==> config.mk <==
export PLATFORM = sky130hd
export DESIGN_NAME = counter_fractional_bank
export DESIGN_NICKNAME = d
export VERILOG_FILES = /design/src/rtl/counter_fractional_bank.sv
export SDC_FILE = /design/constraint.sdc
export NUM_CORES = 1
export LEC_CHECK = 0
export ABC_CLOCK_PERIOD_IN_PS = 8400
export BUFFER_PORTS_ARGS = -buffer_cell sky130_fd_sc_hd__buf_2
export CAP_MARGIN = 20
export CORE_ASPECT_RATIO = 2
export CORE_MARGIN = 4
export CORE_UTILIZATION = 30
export CTS_BUF_LIST = sky130_fd_sc_hd__clkbuf_8
export DETAILED_ROUTE_END_ITERATION = 10
export SETUP_SLACK_MARGIN = 0.4
export SLEW_MARGIN = 20
export SYNTH_ARGS = -nofsm -noshare
export SYNTH_HDL_FRONTEND = slang
export SYNTH_SLANG_ARGS = --single-unit
==> constraint.sdc <==
create_clock -name clk -period 8.4 [get_ports clk]
set_clock_uncertainty 0.2 [all_clocks]
set_input_delay 1.68 -clock clk [delete_from_list [all_inputs] [get_ports clk]]
set_output_delay 1.68 -clock clk [all_outputs]
set_load 0.02 [all_outputs]
==> src/rtl/counter_fractional_bank.sv <==
`default_nettype none
// ============================================================================
// Module   : counter_fractional_bank
// Brief    : Bank of phase-accumulator tick generators with wrap-synchronous
//            runtime reprogramming, per-channel phase sync and config checking.
// Revision : 1.0
// ============================================================================
module counter_fractional_bank #(
    parameter int WIDTH    = 16,
    parameter int CHANNELS = 4,
    parameter int ADD_RST  = 1,
    parameter int MAX_RST  = 2,
    localparam int CW      = (CHANNELS > 1) ? $clog2(CHANNELS) : 1
) (
    input  logic                      clk,
    input  logic                      rst,
    input  logic [CHANNELS-1:0]       ena,
    input  logic [CHANNELS-1:0]       sync,
    input  logic                      cfg_vld,
    output logic                      cfg_rdy,
    input  logic [CW-1:0]             cfg_chn,
    input  logic [WIDTH-1:0]          cfg_add,
    input  logic [WIDTH-1:0]          cfg_max,
    output logic                      cfg_err,
    output logic [CHANNELS*WIDTH-1:0] cnt,
    output logic [CHANNELS-1:0]       pls
);

    localparam int c_NPAD = 1 << CW;

    logic [CHANNELS-1:0] w_pend;
    logic [c_NPAD-1:0]   w_pend_ext;
    logic                w_chn_ok;
    logic                w_xfer;
    logic                w_legal;
    logic                r_err;

    // Out-of-range channels read as "not pending" so the request transfers and is rejected.
    assign w_pend_ext = c_NPAD'(w_pend);
    assign cfg_rdy    = ~w_pend_ext[cfg_chn];
    assign w_chn_ok   = (32'(cfg_chn) < CHANNELS);
    assign w_xfer     = cfg_vld & cfg_rdy;
    assign w_legal    = w_chn_ok && (cfg_max != '0) && (cfg_add < cfg_max);
    assign cfg_err    = r_err;

    always_ff @(posedge clk) begin
        if (rst) begin
            r_err <= 1'b0;
        end else begin
            r_err <= w_xfer & ~w_legal;
        end
    end

    generate
        for (genvar i = 0; i < CHANNELS; i++) begin : g_ch
            logic [WIDTH-1:0] r_cnt;
            logic             r_pls;
            logic [WIDTH-1:0] r_add;
            logic [WIDTH-1:0] r_max;
            logic [WIDTH-1:0] r_sh_add;
            logic [WIDTH-1:0] r_sh_max;
            logic             r_pend;
            logic [WIDTH:0]   w_nxt;
            logic [WIDTH:0]   w_rem;
            logic             w_wrp;
            logic             w_apply;
            logic             w_load;
            logic             w_clamp;

            assign w_nxt   = {1'b0, r_cnt} + {1'b0, r_add};
            assign w_wrp   = (w_nxt >= {1'b0, r_max});
            assign w_rem   = w_nxt - {1'b0, r_max};
            assign w_apply = r_pend & (sync[i] | ~ena[i] | w_wrp);
            assign w_load  = w_xfer & w_legal & (cfg_chn == CW'(i));
            // A shrinking maximum may leave the remainder out of range for the new config.
            assign w_clamp = w_apply & (w_rem >= {1'b0, r_sh_max});

            always_ff @(posedge clk) begin
                if (rst) begin
                    r_cnt    <= '0;
                    r_pls    <= 1'b0;
                    r_add    <= WIDTH'(ADD_RST);
                    r_max    <= WIDTH'(MAX_RST);
                    r_sh_add <= '0;
                    r_sh_max <= '0;
                    r_pend   <= 1'b0;
                end else begin
                    if (sync[i]) begin
                        r_cnt <= '0;
                        r_pls <= 1'b0;
                    end else if (ena[i]) begin
                        r_pls <= w_wrp;
                        if (w_wrp) begin
                            r_cnt <= w_clamp ? '0 : w_rem[WIDTH-1:0];
                        end else begin
                            r_cnt <= w_nxt[WIDTH-1:0];
                        end
                    end else begin
                        r_pls <= 1'b0;
                    end

                    if (w_apply) begin
                        r_add  <= r_sh_add;
                        r_max  <= r_sh_max;
                        r_pend <= 1'b0;
                    end else if (w_load) begin
                        r_sh_add <= cfg_add;
                        r_sh_max <= cfg_max;
                        r_pend   <= 1'b1;
                    end
                end
            end

            assign cnt[i*WIDTH +: WIDTH] = r_cnt;
            assign pls[i]                = r_pls;
            assign w_pend[i]             = r_pend;
        end
    endgenerate

endmodule
`default_nettype wire
==> flow_metrics.env, run 1 <==
export IMPL_status="finished clean"
export IMPL_wl_per_cell_um=18.9
export IMPL_area_growth_pct=11.6
export IMPL_syn_inst=2472
export IMPL_coreArea_sq_mm=0.0669
export IMPL_final_cell_mix="nand2_1 (329), dfxtp_1 (329), a21oi_1 (276), nor2_1 (230), ha_1 (207)"
export IMPL_fin_tns_setup_ns=0
export IMPL_synth_top_family_by_area="compound AO/OA/AOI/OAI gates"
export IMPL_hp_class="reg -> reg"
export IMPL_grt_pass1_wl_um=100000
export IMPL_overflow=0
export IMPL_ys_warn_count=0
export IMPL_crit_fanout=15
export IMPL_die_h_um=376
export IMPL_drc=0
export IMPL_yosys_area_share_adder=0.136
export IMPL_cts_sinks=329
export IMPL_rsz0062_at_grt="false"
export IMPL_placed_area_sq_mm=0.0215
export IMPL_synth_compound_area_share=0.211
export IMPL_maxCapViolCount=0
export IMPL_finalInstanceArea_sq_mm=0.0226
export IMPL_numPortBuffers=114
export IMPL_finalNetCount=2809
export IMPL_cts_setup_buffers=0
export IMPL_netlist_area_sq_mm=0.0203
export IMPL_worst_pin_slew_ns=1.09
export IMPL_setup_violations=0
export IMPL_antenna_found_initial=11
export IMPL_clock_fmax_mhz=164
export IMPL_drtIter0Drc=861
export IMPL_synth_xor_area_frac=0.0449
export IMPL_clock_latency_ns=0.64
export IMPL_required_ns=8.74
export IMPL_postSynthRegisterBits=329
export IMPL_clk_pin_slew_ns=0.08
export IMPL_drive_gt1_frac=0.0966
export IMPL_syn_avg_cell_area_sq_um=8.21
export IMPL_synth_edf_count=0
export IMPL_crit_type="reg -> reg"
export IMPL_cts_hold_fix_buffers=0
export IMPL_dr_pass1_iters=6
export IMPL_viasPerCell=5.07
export IMPL_synth_mux_area_frac=0.0648
export IMPL_power_leakage_nw=9.03
export IMPL_power_density_mw_per_mm2=207
export IMPL_die_w_um=192
export IMPL_slew_headroom=0.269
export IMPL_yosysSeqAreaShare=0.325
export IMPL_initial_core_util=0.303
export IMPL_hold_viol=0
export IMPL_std_cell_rows=134
export IMPL_crit_path_end_kind="register"
export IMPL_worst_ep_arrival_time_ns=6.45
export IMPL_postCtsResizedCells=0
export IMPL_synth_simple_area_share=0.155
export IMPL_die_area_sq_mm=0.0721
export IMPL_clk_path_buf_depth=3
export IMPL_min_period_over_period=0.727
export IMPL_ant_nets=0
export IMPL_ys_flop_type="dfxtp_1"
export IMPL_place_detailed_hpwl_um=50600
export IMPL_drt_total_wl_um=65700
export IMPL_critPathLaunchType="register"
export IMPL_reg2reg_slack_ns=2.29
export IMPL_grt_pass1_vias=17760
export IMPL_htreeDepth=2
export IMPL_cts_tree="yes"
export IMPL_min_period_ns=6.11
export IMPL_synth_nets=2732
export IMPL_final_max_slew_viol_count=0
export IMPL_peakVddDrop_uv=104
export IMPL_root_buffer="clkbuf_8"
export IMPL_cts_buffers=47
export IMPL_postLayoutCoreUtil=0.338
export IMPL_netlist_cell_type_count=79
export IMPL_grtUsageTotal=0.179
export IMPL_ioPinCount=115
export IMPL_power_total_mw=4.69
export IMPL_grt_max_degree=65
export IMPL_via_count=17632
export IMPL_async_flop_share=0
export IMPL_gp_congestion=0.927
Yosys cell counts (4+ instances only):
cell	instances	area, sq um
a22oi_2	10	125
nor2b_1	18	113
a41oi_1	6	52.6
xor2_1	23	201
or3_1	8	50.1
mux2i_1	129	1290
nor3_1	17	85.1
dfxtp_1	329	6590
o31ai_1	5	37.5
nand3_1	29	145
fa_1	8	160
a2111oi_0	4	35.0
nand4_1	20	125
o21bai_1	20	150
o31a_1	8	70.1
o21ai_0	128	641
nor2_1	231	867
buf_6	11	124
o21ai_2	5	43.8
a31oi_1	22	138
inv_1	193	724
a21oi_1	276	1380
ha_1	207	2590
o21ai_1	5	25.0
buf_2	18	90.1
o21a_1	32	240
nand2b_1	23	144
a221oi_1	13	114
a211oi_1	13	97.6
nor3_4	4	65.1
buf_4	22	165
or4_1	4	30.0
and4_1	4	35.0
nand2_1	329	1230
clkbuf_1	50	188
and2_1	6	37.5
o211ai_1	14	105
a22oi_1	30	225
and3_1	11	68.8
a21o_1	38	285
xnor2_1	81	709
nor4_1	8	50.1
per-stage QoR:
step | hold WS, ns | worst slack, ns | instances
after floorplan | 0.231 | 3.32 | 2472
after global placement | 0.237 | 2.38 | 3384
after detailed placement | 0.242 | 2.36 | 3384
after CTS | 0.242 | 2.34 | 3471
after global routing | 0.272 | 1.74 | 3474
final | 0.246 | 2.29 | 3479
power by group:
group / internal, mW / switching [mW] / total (mW) / leakage [nW]
registers: 1.61 / 0.0428 / 1.65 / 2.66
clock network: 0.813 / 0.682 / 1.49 / 0.607
logic: 0.571 / 0.974 / 1.54 / 5.76
total: 2.99 / 1.70 / 4.69 / 9.03
worst paths after layout:
kind              cells after the start                             end                               from
hold / removal                        2  g_ch[2].r_max[13]$_SDFFE_PP0P_  g_ch[2].r_sh_max[13]$_SDFFE_PP0P_
setup reg to reg                     26   g_ch[0].r_cnt[3]$_SDFFE_PP0P_      g_ch[0].r_cnt[0]$_SDFFE_PP0P_
hold reg to reg                       2  g_ch[2].r_max[13]$_SDFFE_PP0P_  g_ch[2].r_sh_max[13]$_SDFFE_PP0P_
setup / recovery                     26   g_ch[0].r_cnt[3]$_SDFFE_PP0P_      g_ch[0].r_cnt[0]$_SDFFE_PP0P_
area by class of cell:
type	count	area (sq um)
Timing Repair Buffer	129	692
Multi-Input combinational cell	1848	12400
Clock buffer	58	798
Fill cell	7098	44300
Clock inverter	29	285
Inverter	194	728
Sequential cell	329	6590
Antenna cell	8	20.0
Tap cell	884	1110
worst max-delay path, cell delays in order, from the launching register on:
cell and delay (ns):
dfxtp_1 0.36, ha_1 0.17, inv_1 0.05, fa_1 0.40, nor2b_1 0.19, o31a_1 0.22, o21a_1 0.13, nor2_1 0.05
xnor2_1 0.14, ha_1 0.40, o21a_1 0.15, nor2_1 0.04, a21oi_1 0.28, o21ai_0 0.28, o21bai_1 0.30, nand4_1 0.13
o211ai_1 0.20, ha_1 0.34, a21oi_1 0.14, o21ai_0 0.10, a21oi_1 0.16, o21ai_0 0.09, nor2_1 0.27, o21ai_1 0.14
a21oi_2 0.62, a22oi_1 0.25, a21oi_1 0.20
cell families (layout without fill, tap and decap cells):
kind of cell / Yosys count / in the layout
AO/OA/AOI/OAI: 676 / 676
XOR/XNOR: 104 / 104
adder cells (fa/ha/maj): 215 / 215
buffers and inverters: 295 / 410
flip-flops: 329 / 329
multiplexers: 130 / 130
other: 0 / 8
AND/OR/NAND/NOR: 723 / 723
sequential cells by signal, summed over array words and instances, names as in the netlist:
name,cells
g_ch.r_sh_max,64
g_ch.r_max,64
g_ch.r_add,64
g_ch.r_cnt,64
cfg_err,1
g_ch.r_sh_add,64
g_ch.r_pend,4
g_ch.r_pls,4
metal layers:
| metal | track usage | vias to the layer above | part of all wire |
|---|---|---|---|
| met4 | 0.119 | 8 | 0.077 |
| met5 | 0 | - | 0.00082 |
| met2 | 0.346 | 388 | 0.54 |
| met3 | 0.0274 | 206 | 0.035 |
| li1 | - | 8809 | - |
| met1 | 0.169 | 8221 | 0.35 |
Note: power is estimated with default switching activity, not from simulation.
==> run 2: changes to the inputs <==
--- a/config.mk
+++ b/config.mk
@@ -5,7 +5,7 @@
 export SDC_FILE = /design/constraint.sdc
 export NUM_CORES = 1
 export LEC_CHECK = 0
-export ABC_CLOCK_PERIOD_IN_PS = 8400
+export ABC_CLOCK_PERIOD_IN_PS = 5400
 export BUFFER_PORTS_ARGS = -buffer_cell sky130_fd_sc_hd__buf_2
 export CAP_MARGIN = 20
 export CORE_ASPECT_RATIO = 2
==> constraint.sdc (replaced) <==
create_clock -name clk -period 5.4 [get_ports clk]
set_clock_uncertainty 0.2 [all_clocks]
set_input_delay 1.08 -clock clk [delete_from_list [all_inputs] [get_ports clk]]
set_output_delay 1.08 -clock clk [all_outputs]
set_load 0.02 [all_outputs]
==> flow_metrics.env, run 2 (synthesis results as in run 1) <==
export IMPL_antenna_found_initial=9
export IMPL_peakVddDrop_uv=169
export IMPL_comb_power_share=0.435
export IMPL_clkPwrFrac=0.265
export IMPL_clock_latency_ns=0.64
export IMPL_crit_path_end_kind="register"
export IMPL_power_total_mw=8.58
export IMPL_regToRegStartpoint="g_ch[0].r_cnt[0]$_SDFFE_PP0P_"
export IMPL_grt_util_met3=0.0248
export IMPL_worstHoldPathCells=2
export IMPL_coreArea_sq_mm=0.0669
export IMPL_cts_buffers=47
export IMPL_busiest_layer="met2"
export IMPL_holdCritStartpoint="g_ch[2].r_sh_add[12]$_SDFFE_PP0P_"
export IMPL_maxCapViolCount=0
export IMPL_grt_max_degree=68
export IMPL_grt_pass1_wl_um=106000
export IMPL_internal_power_mw=5.42
export IMPL_rsz0062_at_grt="true"
export IMPL_drive_gt1_frac=0.258
export IMPL_cts_tree="yes"
export IMPL_std_cell_rows=134
export IMPL_drc=0
export IMPL_min_period_ns=5.14
export IMPL_finalNetCount=2981
export IMPL_gp_congestion=0.906
export IMPL_setup_violations=0
export IMPL_root_buffer="clkbuf_8"
export IMPL_use_met2=0.355
export IMPL_hold_viol=0
export IMPL_worst_ep_arrival_time_ns=5.45
export IMPL_htreeDepth=2
export IMPL_crit_fanout=8
export IMPL_ant_nets=0
export IMPL_hp_class="reg -> reg"
export IMPL_drtIter0Drc=952
export IMPL_numPortBuffers=114
export IMPL_initial_core_util=0.303
export IMPL_drt_total_wl_um=70800
export IMPL_power_frac_seq=0.300
export IMPL_viasPerCell=5.12
export IMPL_required_ns=5.71
export IMPL_slew_headroom=0.280
export IMPL_cpMostUsedCell="a21oi_2"
export IMPL_power_leakage_nw=10.4
export IMPL_overflow=0
export IMPL_critPathLaunchType="register"
export IMPL_power_switching_mw=3.16
export IMPL_rr_worst_depth=28
export IMPL_whs_endpoint="g_ch[2].r_add[12]$_SDFFE_PP0P_"
export IMPL_grtUsageTotal=0.190
export IMPL_hold_slack_ns=0.238
export IMPL_worst_pin_slew_ns=1.08
export IMPL_power_density_mw_per_mm2=332
export IMPL_min_period_over_period=0.952
export IMPL_ioPinCount=115
export IMPL_die_w_um=192
export IMPL_place_detailed_hpwl_um=52000
export IMPL_clk_pin_slew_ns=0.07
export IMPL_dr_pass1_iters=4
export IMPL_grt_pass1_vias=18915
export IMPL_r2r_end="g_ch[0].r_cnt[1]$_SDFFE_PP0P_"
export IMPL_cts_hold_fix_buffers=0
export IMPL_die_h_um=376
export IMPL_fin_tns_setup_ns=0
export IMPL_area_growth_pct=27.5
export IMPL_cpPeakStageDelay_ns=0.37
export IMPL_grtUsageMet1=0.183
export IMPL_final_max_slew_viol_count=0
export IMPL_die_area_sq_mm=0.0721
export IMPL_wl_per_cell_um=19.4
export IMPL_clock_fmax_mhz=194
export IMPL_p_sw_frac=0.368
export IMPL_layout_commonest_cell="nand2_1"
export IMPL_status="finished clean"
export IMPL_cp_slowest_cell="dfxtp_4"
export IMPL_cts_sinks=329
export IMPL_clk_path_buf_depth=3
export IMPL_reg2reg_slack_ns=0.26
export IMPL_final_cell_mix="nand2_1 (315), dfxtp_1 (303), a21oi_1 (228), nor2_1 (215), inv_1 (199)"
export IMPL_via_count=18675
export IMPL_crit_type="reg -> reg"
-- run 2: cell types whose count changed in the layout (fill, tap and decap cells not counted), moves of 28 or more --
cell,change
a22oi_1,-28
xnor2_1,-38
xnor2_2,+38
a21oi_1,-48
a21oi_2,+45
a22oi_2,+28
buf_4,+135
ha_1,-33
-- run 2: layout make-up --
class	count	area, sq um
flip-flops and latches	329	6630
well taps	884	1110
clock inverters	28	259
clock buffers	58	798
fillers	6756	41000
inverters	194	731
multi-input cells	1848	14100
repair buffers	301	2260
diodes	7	17.5
-- run 2: stage by stage --
stage,util,area [sq um],instances,setup WS [ns]
after floorplan,-,20300,2472,0.444
after global placement,0.329,22000,3438,-0.166
after detailed placement,0.329,22000,3438,-0.248
after CTS,0.368,24600,3600,0.110
after global routing,0.386,25800,3643,0.0445
final,0.387,25900,3649,0.258
-- run 2: per-layer routing --
layer | wire [um] | part of all wire
met1 | 24400 | 0.34
met5 | 26 | 0.00037
met2 | 37000 | 0.52
met3 | 2430 | 0.034
met4 | 6940 | 0.098
-- run 2: power groups by stage --
stage	registers (mW)	logic, mW	clock network (mW)
final	2.57	3.73	2.28
after global placement	2.62	2.57	0
after detailed placement	2.62	2.58	0
after floorplan	2.64	1.72	0
after global routing	2.58	4.01	2.43
after CTS	2.57	3.23	2.35
-- run 2: how the worst max path moves through the flow --
stage | cells past startpoint | slack (ns) | to | startpoint
after global routing | 28 | 0.04 | g_ch[0].r_cnt[3]$_SDFFE_PP0P_ | g_ch[0].r_cnt[0]$_SDFFE_PP0P_
after global placement | 26 | -0.17 | g_ch[0].r_cnt[6]$_SDFFE_PP0P_ | g_ch[0].r_add[0]$_SDFFE_PP1P_
after floorplan | 24 | 0.44 | g_ch[3].r_cnt[6]$_SDFFE_PP0P_ | g_ch[3].r_cnt[0]$_SDFFE_PP0P_
after detailed placement | 26 | -0.25 | g_ch[0].r_cnt[1]$_SDFFE_PP0P_ | g_ch[0].r_add[0]$_SDFFE_PP1P_
after CTS | 28 | 0.11 | g_ch[0].r_cnt[1]$_SDFFE_PP0P_ | g_ch[0].r_cnt[0]$_SDFFE_PP0P_
final | 28 | 0.26 | g_ch[0].r_cnt[1]$_SDFFE_PP0P_ | g_ch[0].r_cnt[0]$_SDFFE_PP0P_
-- run 2: critical path: cells and delay by family, from the launching register on --
kind	cells	cell delay, ns
compound gates	14	2.21
simple gates	3	0.35
xor+xnor	1	0.17
buf+inv	6	0.62
flops	1	0.37
fa+ha+maj	4	1.11
-- run 2: timing repair --
| action | in CTS | in global routing |
|---|---|---|
| pin swaps | 138 | 152 |
| resized for setup | 199 | 187 |
| setup buffers | 72 | 42 |
| cloned | 4 | 0 |
| endpoints found under the setup margin | 64 | 126 |
==> run 3: changes to the inputs <==
--- a/config.mk
+++ b/config.mk
@@ -10,9 +10,10 @@
 export CAP_MARGIN = 20
 export CORE_ASPECT_RATIO = 2
 export CORE_MARGIN = 4
-export CORE_UTILIZATION = 30
+export CORE_UTILIZATION = 58
 export CTS_BUF_LIST = sky130_fd_sc_hd__clkbuf_8
 export DETAILED_ROUTE_END_ITERATION = 10
+export PLACE_DENSITY = 0.79
 export SETUP_SLACK_MARGIN = 0.4
 export SLEW_MARGIN = 20
 export SYNTH_ARGS = -nofsm -noshare
==> flow_metrics.env, run 3 (synthesis results as in run 1) <==
export IMPL_status="finished clean"
export IMPL_cts_tree="yes"
export IMPL_rsz0062_at_grt="true"
export IMPL_placed_area_sq_mm=0.0213
export IMPL_overflow=0
export IMPL_root_buffer="clkbuf_8"
export IMPL_hold_slack_ns=0.238
export IMPL_layout_commonest_cell="nand2_1"
export IMPL_dr_pass1_iters=7
export IMPL_cts_sinks=329
export IMPL_initial_core_util=0.588
export IMPL_place_detailed_hpwl_um=46600
export IMPL_clock_latency_ns=0.63
export IMPL_cts_buffers=47
export IMPL_clk_path_buf_depth=3
export IMPL_ant_nets=0
export IMPL_die_w_um=140
export IMPL_grtUsageTotal=0.332
export IMPL_grt_pass1_vias=19632
export IMPL_finalInstanceArea_sq_mm=0.0253
export IMPL_htreeDepth=2
export IMPL_hold_viol=0
export IMPL_min_period_ns=5.18
export IMPL_critPathLaunchType="register"
export IMPL_drt_total_wl_um=67700
export IMPL_maxCapViolCount=0
export IMPL_drc=0
export IMPL_area_growth_pct=24.6
export IMPL_layoutNonFillerInstCount=3198
export IMPL_clk_pin_slew_ns=0.08
export IMPL_grt_pass1_wl_um=102000
export IMPL_coreArea_sq_mm=0.0345
export IMPL_drive_gt1_frac=0.260
export IMPL_cts_hold_fix_buffers=0
export IMPL_die_h_um=272
export IMPL_crit_fanout=7
export IMPL_required_ns=5.75
export IMPL_dp_cells=2976
export IMPL_gp_congestion=0.979
export IMPL_min_period_over_period=0.959
export IMPL_slew_headroom=0.264
export IMPL_numPortBuffers=114
export IMPL_reg2reg_slack_ns=0.22
export IMPL_finalNetCount=2976
export IMPL_std_cell_rows=96
export IMPL_power_total_mw=8.52
export IMPL_setup_violations=0
export IMPL_via_count=19539
export IMPL_power_density_mw_per_mm2=337
export IMPL_worst_ep_arrival_time_ns=5.53
export IMPL_peakVddDrop_uv=271
export IMPL_final_max_slew_viol_count=0
export IMPL_wl_per_cell_um=21.2
export IMPL_grt_max_degree=95
export IMPL_ioPinCount=115
export IMPL_crit_path_end_kind="register"
export IMPL_final_cell_mix="nand2_1 (311), dfxtp_1 (309), a21oi_1 (226), nor2_1 (217), inv_1 (196)"
export IMPL_crit_type="reg -> reg"
export IMPL_drtIter0Drc=1282
export IMPL_worst_pin_slew_ns=1.10
export IMPL_clock_fmax_mhz=193
export IMPL_power_leakage_nw=10.4
export IMPL_viasPerCell=6.11
export IMPL_die_area_sq_mm=0.0382
export IMPL_hp_class="reg -> reg"
export IMPL_antenna_found_initial=7
run 3: cell count changes in the layout (fill, tap and decap cells not counted), moves of 4 or more:
cell,before,now
nand2_2,5,11
o21ai_0,104,100
a22oi_1,2,10
ha_2,7,11
a22oi_2,38,30
dfxtp_1,303,309
ha_4,26,30
buf_6,24,11
o21ai_1,15,21
nand2_1,315,311
buf_4,150,164
ha_1,174,166
buf_12,8,4
dfxtp_2,21,16
run 3: cell type report:
cell class	instances	area [sq um]
clock buffers	60	826
diodes	6	15.0
fillers	2526	9190
clock inverters	24	254
repair buffers	296	2080
flip-flops and latches	329	6620
multi-input cells	1848	14200
inverters	194	728
well taps	441	552
run 3: per-stage QoR:
step,TNS [ns],setup slack (ns),util
CTS,0,0.331,0.694
finish,0,0.223,0.733
floorplan,0,0.444,-
global placement,0,0.00252,0.617
global route,-0.117,-0.0414,0.733
detailed placement,-0.749,-0.109,0.617
run 3: routing by layer:
layer / wire length (um) / global-route usage
met5: 0 / 0
met2: 34400 / 0.589
met4: 6360 / 0.279
met3: 3750 / 0.0590
met1: 23200 / 0.328
run 3: timing repair:
item	CTS	global route
endpoints found under the setup margin	95	97
cloned	4	0
pin swaps	128	194
buffers inserted	81	47
resized for setup	189	199
run 3: where the power goes:
| group | internal, mW | switching, mW | leakage, nW | total, mW |
|---|---|---|---|---|
| clock network | 1.25 | 1.06 | 0.584 | 2.31 |
| logic | 1.64 | 2.00 | 7.11 | 3.64 |
| registers | 2.50 | 0.0695 | 2.67 | 2.57 |
run 3: worst max-delay path: stages (launching register included):
cell	delay, ns
dfxtp_2	0.36
ha_4	0.15
inv_2	0.04
fa_2	0.34
nor2b_2	0.14
o31a_1	0.21
buf_4	0.15
o21ai_1	0.09
xnor2_1	0.33
ha_1	0.33
o21a_1	0.14
o21ai_2	0.18
a21oi_2	0.08
o21ai_2	0.11
o21bai_4	0.10
buf_4	0.14
o211ai_1	0.23
ha_1	0.31
a21oi_1	0.14
o21ai_1	0.10
a21oi_2	0.16
o21ai_1	0.07
nor2_1	0.16
o21ai_1	0.11
a21oi_2	0.30
clkbuf_16	0.24
nand2_2	0.05
a31oi_1	0.15
run 3: final timing paths:
check | startpoint | to | cells after the start
setup / recovery | g_ch[0].r_cnt[0]$_SDFFE_PP0P_ | g_ch[0].r_cnt[1]$_SDFFE_PP0P_ | 27
setup reg to reg | g_ch[0].r_cnt[0]$_SDFFE_PP0P_ | g_ch[0].r_cnt[1]$_SDFFE_PP0P_ | 27
hold / removal | g_ch[2].r_sh_add[9]$_SDFFE_PP0P_ | g_ch[2].r_add[9]$_SDFFE_PP0P_ | 2
hold reg to reg | g_ch[2].r_sh_add[9]$_SDFFE_PP0P_ | g_ch[2].r_add[9]$_SDFFE_PP0P_ | 2
